File: config.mk
export PLATFORM = sky130hd
export DESIGN_NAME = slavefifo2b_dir_arbiter
export DESIGN_NICKNAME = d
export VERILOG_FILES = /design/src/rtl/slavefifo2b_pkg.sv /design/src/rtl/slavefifo2b_rdlat_pipe.sv /design/src/rtl/slavefifo2b_dir_arbiter.sv
export SDC_FILE = /design/constraint.sdc
export NUM_CORES = 1
export LEC_CHECK = 0
export ABC_AREA = 0
export BUFFER_PORTS_ARGS = -buffer_cell sky130_fd_sc_hd__buf_2
export CAP_MARGIN = 5
export CORE_MARGIN = 1
export CORE_UTILIZATION = 39
export DETAILED_ROUTE_END_ITERATION = 12
export PLACE_DENSITY = 0.58
export SYNTH_ARGS = -nofsm -noshare
export SYNTH_HDL_FRONTEND = slang
export SYNTH_SLANG_ARGS = --single-unit
File: constraint.sdc
create_clock -name clk_100 -period 1.92 [get_ports clk_100]
set_input_delay 0.384 -clock clk_100 [delete_from_list [all_inputs] [get_ports clk_100]]
set_output_delay 0.384 -clock clk_100 [all_outputs]
set_load 0.02 [all_outputs]
File: src/rtl/slavefifo2b_pkg.sv
// Shared definitions for the FX3 Slave FIFO 2-bit interface blocks.
// The stream-in generator imports the socket and direction constants from here too.
package slavefifo2b_pkg;

    // Arbiter sequencer states
    typedef enum logic [3:0] {
        IDLE,
        SETTLE,
        WR_WAIT,
        WR_BURST,
        WR_PKTEND,
        RD_WAIT,
        RD_BURST,
        RD_DRAIN,
        TURN
    } state_t;

    // Direction currently owning the bus
    typedef enum logic [1:0] {
        DIR_NONE = 2'd0,
        DIR_IN   = 2'd1,
        DIR_OUT  = 2'd2
    } dir_t;

    // FX3 socket addresses driven on faddr
    localparam logic [1:0] SOCK_IN  = 2'b00;
    localparam logic [1:0] SOCK_OUT = 2'b11;

    // Width of the settle / drain / turnaround down-counter (delays are 1..7 cycles)
    localparam int CNT_W = 3;

endpackage

File: src/rtl/slavefifo2b_rdlat_pipe.sv
// Valid pipeline matching the fixed FX3 read latency: o_dout is i_din delayed
// by DEPTH clock cycles. Asynchronous clear empties the pipeline so no stale
// read word is flagged after a reset.
module slavefifo2b_rdlat_pipe
#(
    parameter int DEPTH = 2
)(
    input  logic i_clk,
    input  logic i_rst_n,
    input  logic i_din,
    output logic o_dout
);

    logic [DEPTH-1:0] r_shift;

    // Shift the read-strobe history one stage per clock; cleared asynchronously
    always_ff @(posedge i_clk or negedge i_rst_n) begin
        if (!i_rst_n) begin
            r_shift <= '0;
        end else begin
            r_shift <= (r_shift << 1) | DEPTH'(i_din);
        end
    end

    assign o_dout = r_shift[DEPTH-1];

endmodule

File: src/rtl/slavefifo2b_dir_arbiter.sv
// Direction arbiter / sequencer for the FX3 Slave FIFO 2-bit bus.
// Round-robins the shared 32-bit bus between the stream-in producer (socket 00)
// and the stream-out consumer (socket 11), inserting flag-settle time after a
// socket change and turnaround idle cycles whenever a transfer ends.
module slavefifo2b_dir_arbiter
    import slavefifo2b_pkg::*;
#(
    parameter int BURST_LEN = 4096,
    parameter int FLAG_LAT  = 3,
    parameter int TURN_CYC  = 2,
    parameter int RD_LAT    = 2
)(
    input  logic        clk_100,
    input  logic        reset_,
    input  logic        wr_req,
    input  logic        rd_req,
    input  logic        wr_last,
    input  logic        flaga_d,
    input  logic        flagb_d,
    output logic [1:0]  faddr,
    output logic        slcs_,
    output logic        slwr_,
    output logic        slrd_,
    output logic        sloe_,
    output logic        pktend_,
    output logic        wr_grant,
    output logic        rd_valid,
    output logic [15:0] burst_cnt,
    output logic [1:0]  dir
);

    // burst_cnt is 16 bits and the delay counter is CNT_W bits wide
    if (BURST_LEN < 1 || BURST_LEN > 65536) begin : g_burst_len_check
        $error("slavefifo2b_dir_arbiter: BURST_LEN must be in 1..65536");
    end
    if (FLAG_LAT < 1 || FLAG_LAT > 7 || TURN_CYC < 1 || TURN_CYC > 7 ||
        RD_LAT < 1 || RD_LAT > 7) begin : g_delay_check
        $error("slavefifo2b_dir_arbiter: FLAG_LAT, TURN_CYC and RD_LAT must be in 1..7");
    end

    localparam logic [15:0]      LAST_WORD = 16'(BURST_LEN - 1);
    localparam logic [CNT_W-1:0] SETTLE_LD = CNT_W'(FLAG_LAT);
    localparam logic [CNT_W-1:0] TURN_LD   = CNT_W'(TURN_CYC);
    localparam logic [CNT_W-1:0] DRAIN_LD  = CNT_W'(RD_LAT);

    state_t           r_state;
    logic [1:0]       r_faddr;
    logic             r_slcs_n;
    logic             r_slwr_n;
    logic             r_slrd_n;
    logic             r_sloe_n;
    logic             r_pktend_n;
    logic [CNT_W-1:0] r_cnt;
    logic [15:0]      r_burst_cnt;
    dir_t             r_dir;
    dir_t             r_last_dir;

    state_t           w_state_nx;
    logic [1:0]       w_faddr_nx;
    logic             w_slcs_nx;
    logic             w_slwr_nx;
    logic             w_slrd_nx;
    logic             w_sloe_nx;
    logic             w_pktend_nx;
    logic [CNT_W-1:0] w_cnt_nx;
    logic [15:0]      w_burst_nx;
    dir_t             w_dir_nx;
    dir_t             w_last_nx;
    logic             w_go_turn;
    logic             w_pick_in;
    logic             w_pick_out;
    logic             w_rd_valid;

    // Round-robin: on a tie the direction not served last wins
    assign w_pick_in  = wr_req && (!rd_req || (r_last_dir == DIR_OUT));
    assign w_pick_out = rd_req && !w_pick_in;

    // Read words arrive RD_LAT cycles after the strobe that requested them
    slavefifo2b_rdlat_pipe #(
        .DEPTH (RD_LAT)
    ) u_rdlat_pipe (
        .i_clk   (clk_100),
        .i_rst_n (reset_),
        .i_din   (!r_slrd_n),
        .o_dout  (w_rd_valid)
    );

    // Next-state and next registered-strobe decode; strobes default to released
    always_comb begin
        w_state_nx  = r_state;
        w_faddr_nx  = r_faddr;
        w_slcs_nx   = r_slcs_n;
        w_slwr_nx   = 1'b1;
        w_slrd_nx   = 1'b1;
        w_sloe_nx   = r_sloe_n;
        w_pktend_nx = 1'b1;
        w_cnt_nx    = r_cnt;
        w_burst_nx  = r_burst_cnt;
        w_dir_nx    = r_dir;
        w_last_nx   = r_last_dir;
        w_go_turn   = 1'b0;

        if (w_rd_valid) begin
            w_burst_nx = r_burst_cnt + 16'd1;
        end

        case (r_state)
            IDLE: begin
                if (w_pick_in || w_pick_out) begin
                    w_state_nx = SETTLE;
                    w_faddr_nx = w_pick_in ? SOCK_IN : SOCK_OUT;
                    w_dir_nx   = w_pick_in ? DIR_IN : DIR_OUT;
                    w_last_nx  = w_pick_in ? DIR_IN : DIR_OUT;
                    w_slcs_nx  = 1'b0;
                    w_cnt_nx   = SETTLE_LD;
                end
            end
            SETTLE: begin
                if (r_cnt <= CNT_W'(1)) begin
                    w_state_nx = (r_dir == DIR_IN) ? WR_WAIT : RD_WAIT;
                    w_cnt_nx   = '0;
                end else begin
                    w_cnt_nx = r_cnt - CNT_W'(1);
                end
            end
            WR_WAIT: begin
                if (!wr_req) begin
                    w_go_turn = 1'b1;
                end else if (flagb_d) begin
                    w_state_nx = WR_BURST;
                    w_slwr_nx  = 1'b0;
                end
            end
            WR_BURST: begin
                if (!r_slwr_n) begin
                    w_burst_nx = r_burst_cnt + 16'd1;
                end
                if (!r_slwr_n && wr_last) begin
                    w_state_nx  = WR_PKTEND;
                    w_pktend_nx = 1'b0;
                end else if (!r_slwr_n && (r_burst_cnt == LAST_WORD)) begin
                    w_go_turn = 1'b1;
                end else if (flagb_d && wr_req) begin
                    w_slwr_nx = 1'b0;
                end else begin
                    w_go_turn = 1'b1;
                end
            end
            WR_PKTEND: begin
                w_go_turn = 1'b1;
            end
            RD_WAIT: begin
                if (!rd_req) begin
                    w_go_turn = 1'b1;
                end else if (flaga_d) begin
                    w_state_nx = RD_BURST;
                    w_sloe_nx  = 1'b0;
                    w_slrd_nx  = 1'b0;
                end
            end
            RD_BURST: begin
                if (flaga_d && rd_req) begin
                    w_slrd_nx = 1'b0;
                end else begin
                    w_state_nx = RD_DRAIN;
                    w_cnt_nx   = DRAIN_LD;
                end
            end
            RD_DRAIN: begin
                if (r_cnt <= CNT_W'(1)) begin
                    w_go_turn = 1'b1;
                end else begin
                    w_cnt_nx = r_cnt - CNT_W'(1);
                end
            end
            TURN: begin
                if (r_cnt <= CNT_W'(1)) begin
                    w_state_nx = IDLE;
                    w_cnt_nx   = '0;
                    w_burst_nx = '0;
                    w_dir_nx   = DIR_NONE;
                end else begin
                    w_cnt_nx = r_cnt - CNT_W'(1);
                end
            end
            default: begin
                w_state_nx = IDLE;
            end
        endcase

        if (w_go_turn) begin
            w_state_nx = TURN;
            w_slcs_nx  = 1'b1;
            w_sloe_nx  = 1'b1;
            w_cnt_nx   = TURN_LD;
        end
    end

    // State and strobe registers; an async reset drops any in-flight transfer
    always_ff @(posedge clk_100 or negedge reset_) begin
        if (!reset_) begin
            r_state     <= IDLE;
            r_faddr     <= SOCK_IN;
            r_slcs_n    <= 1'b1;
            r_slwr_n    <= 1'b1;
            r_slrd_n    <= 1'b1;
            r_sloe_n    <= 1'b1;
            r_pktend_n  <= 1'b1;
            r_cnt       <= '0;
            r_burst_cnt <= '0;
            r_dir       <= DIR_NONE;
            r_last_dir  <= DIR_OUT;
        end else begin
            r_state     <= w_state_nx;
            r_faddr     <= w_faddr_nx;
            r_slcs_n    <= w_slcs_nx;
            r_slwr_n    <= w_slwr_nx;
            r_slrd_n    <= w_slrd_nx;
            r_sloe_n    <= w_sloe_nx;
            r_pktend_n  <= w_pktend_nx;
            r_cnt       <= w_cnt_nx;
            r_burst_cnt <= w_burst_nx;
            r_dir       <= w_dir_nx;
            r_last_dir  <= w_last_nx;
        end
    end

    assign faddr     = r_faddr;
    assign slcs_     = r_slcs_n;
    assign slwr_     = r_slwr_n;
    assign slrd_     = r_slrd_n;
    assign sloe_     = r_sloe_n;
    assign pktend_   = r_pktend_n;
    assign wr_grant  = !r_slwr_n;
    assign rd_valid  = w_rd_valid;
    assign burst_cnt = r_burst_cnt;
    assign dir       = r_dir;

endmodule

==> impl_metrics.toml <==
[outcome]
outcome = "finished with violations"
violations = "setup timing"

[placement]
place_hpwl_mm = 4.04
gp_congestion = 0.877
port_buffers = 33

[die]
die_w_um = 74.6
initial_utilization_pct = 40.3
coreArea_um2 = 5110
row_count = 26
die_h_um = 74.6
die-area_um2 = 5570
ios = 34

[synthesis]
synthMostInstantiatedCell = "dfrtp_1"
synth_top_area_share_pct = 35.3
synth_edf_count = 0
synth_commonest_cells = "29 x dfrtp_1, 21 x nor2_1, 17 x nand2_1"
synthCells = 221
yosysSeqAreaShare_pct = 42.9
synthArstFlopShare_pct = 100
syn_nets = 231
ys_warn_count = 0
synth_top_flop_cell = "dfrtp_1"
netlist_area_um2 = 2060
synth_cell_types = 54
ys_ff_latch = 35
synth_top_area_cell = "dfrtp_1"
synth_area_leaders = "dfrtp_1 35%, dfstp_2 7.7%, xor2_1 4.3%"
syn_avg_cell_area_um2 = 9.31

[setup_path]
reg2reg_to = "r_cnt[1]"
crit_path_top_delay_cell = "or4_4"
cpPeakStageDelay_ns = 0.57
reg2reg_depth = 5
crit_family = "compound AO/OA/AOI/OAI gates"
start_kind = "flip-flop"
ff2ff_setup_slack_ns = -0.005
cp_cell_sequence = "or4_4, o32ai_4, buf_6, nor3_4, a311o_1"
path_max_fanout = 4
arrival_ns = 2.09
end_kind = "flip-flop"
startpoint = "r_state[0]"
crit_required_ns = 2.09
timing.rr.start = "r_state[0]"
path_buf_inv = 1
crit_type = "reg2reg"

[clock_tree]
clock-root-buffer = "clkbuf_8"
clk_pin_slew_ns = 0.07
cts_buffers = 5
htree_levels = 2
clock_path_buffers = 2
cts.sinks = 35
cts_tree = "built"
cts_hold_buffers = 0
clock_latency_ns = 0.29

[global_routing]
grt_max_degree = 19
grtUsageTotal_pct = 20.6
grt_pass1_wl_mm = 8.62
grt_antenna_before_repair = 0
grt_overflow = 0
grt_pass1_vias = 1802

[layout]
synthToLayoutAreaGrowth_pct = 37.9
drive_above_1_share_pct = 40.7
diodes = 0
num-nets-final = 306

[route]
drcViolationCount = 0
vias_per_cell = 5.27
drt_iter0_markers = 142
wirelength_mm = 5.29
wl_per_cell_um = 14.4
vias = 1933
ant_nets = 0
drtPass1Iterations = 6

[timing]
rsz0062_at_grt = "true"
hold_violations = 0
slew_viol_final = 0
skew_ns = 0.0110
fin_crit_ns = 1.93
max_freq_ghz = 0.519
max_slew_margin_pct = 71.0
layout_setup_ws_ns = -0.00515
post-route-period-util_pct = 100
holdWs_ns = 0.0198
setup_viol = 1
worst_slew_pin_slew_ns = 0.434

[min_path]
min_path_type = "in2async"

[job]
maxCapViolations = 0

[power]
power_density_nw_per_um2 = 1370
irDropWorstVdd_uv = 882
power_w = 0.00390
p_leak_nw = 1.36
==> worst max path at each step <==
stage | end | slack, ns | cells after the start
6_report | r_cnt[1] | -0.005 | 5
5_1_grt | r_cnt[1] | -0.07 | 5
4_1_cts | r_state[2] | -0.02 | 6
3_5_place_dp | r_state[2] | -0.06 | 6
3_3_place_gp | r_state[2] | -0.09 | 6
2_1_floorplan | r_cnt[1] | 0.06 | 6
==> where the power goes <==
group	switching, W	internal, W	total [W]
clock	0.000266	0.000420	0.000686
combinational	0.00111	0.00103	0.00214
sequential	0.000160	0.000923	0.00108
total	0.00154	0.00237	0.00390
==> worst register-to-register path, stage by stage (launching register included) <==
cell	delay (ns)
dfrtp_1	0.40
or4_4	0.57
o32ai_4	0.35
buf_6	0.17
nor3_4	0.05
a311o_1	0.28
==> placed cells by master, fill, tap and decap left out, drive strengths merged, types with 4 or more instances in the layout <==
cell type | netlist | final
xor2 | 10 | 10
o211ai | 4 | 4
nor2b | 5 | 5
nand3 | 12 | 12
clkbuf | 3 | 6
dfstp | 6 | 6
dfrtp | 29 | 29
o21ai | 12 | 12
nand2b | 6 | 6
a31oi | 4 | 4
nor2 | 21 | 21
nor3 | 5 | 5
a21oi | 14 | 14
and3 | 4 | 4
nand2 | 17 | 17
xnor2 | 4 | 4
buf | 9 | 80
inv | 5 | 5
==> timing repair <==
| action | in CTS | in global routing |
|---|---|---|
| resized for setup | 2 | 21 |
| buffers inserted | 0 | 5 |
| pin swaps | 0 | 4 |
| endpoints found under the setup margin | 4 | 21 |
==> final cells by class <==
| type | count | area, um2 |
|---|---|---|
| flip-flops and latches | 35 | 885 |
| clock buffers | 6 | 82.6 |
| multi-input cells | 169 | 1190 |
| clock inverters | 2 | 35.0 |
| inverters | 5 | 18.8 |
| fillers | 485 | 2270 |
| repair buffers | 80 | 538 |
| well taps | 70 | 87.6 |
==> layer usage <==
layer  routed length, um  share of wire [%]  vias to the layer above  GRT usage, %
li1                    -                  -                      954             -
met1                2540                 48                      921          29.5
met2                2500                 47                       49          30.3
met3                 177                3.3                        9          3.88
met4                  74                1.4                        0          8.81
met5                   0                  0                        -             0
==> kinds of logic after synthesis <==
| kind of cell | after synthesis | synth area share, % |
|---|---|---|
| simple gates | 97 | 26.2 |
| compound gates | 54 | 18.7 |
| flops | 35 | 42.9 |
| buf+inv | 17 | 3.89 |
| xor+xnor | 14 | 5.96 |
| fa+ha+maj | 3 | 1.82 |
| mux | 1 | 0.486 |
==> metrics by stage <==
step	utilization (%)	cell area, um2	std cells	worst slack, ns	TNS, ns
global route	55.6	2840	367	-0.0671	-0.175
global placement	50.5	2580	354	-0.0892	-0.178
finish	55.6	2840	367	-0.00515	-0.00515
floorplan	-	2060	221	0.0550	0
detailed placement	50.5	2580	354	-0.0648	-0.148
CTS	53.1	2710	362	-0.0177	-0.0177
==> registers in the layout, summed over array words and instances, names as in the netlist <==
register / flops
burst_cnt: 16
r_state: 4
r_cnt: 3
dir: 2
r_last_dir: 2
u_rdlat_pipe.r_shift: 2
faddr: 1
pktend_: 1
slcs_: 1
sloe_: 1
slrd_: 1
slwr_: 1
(Power assumes the default switching activity.)
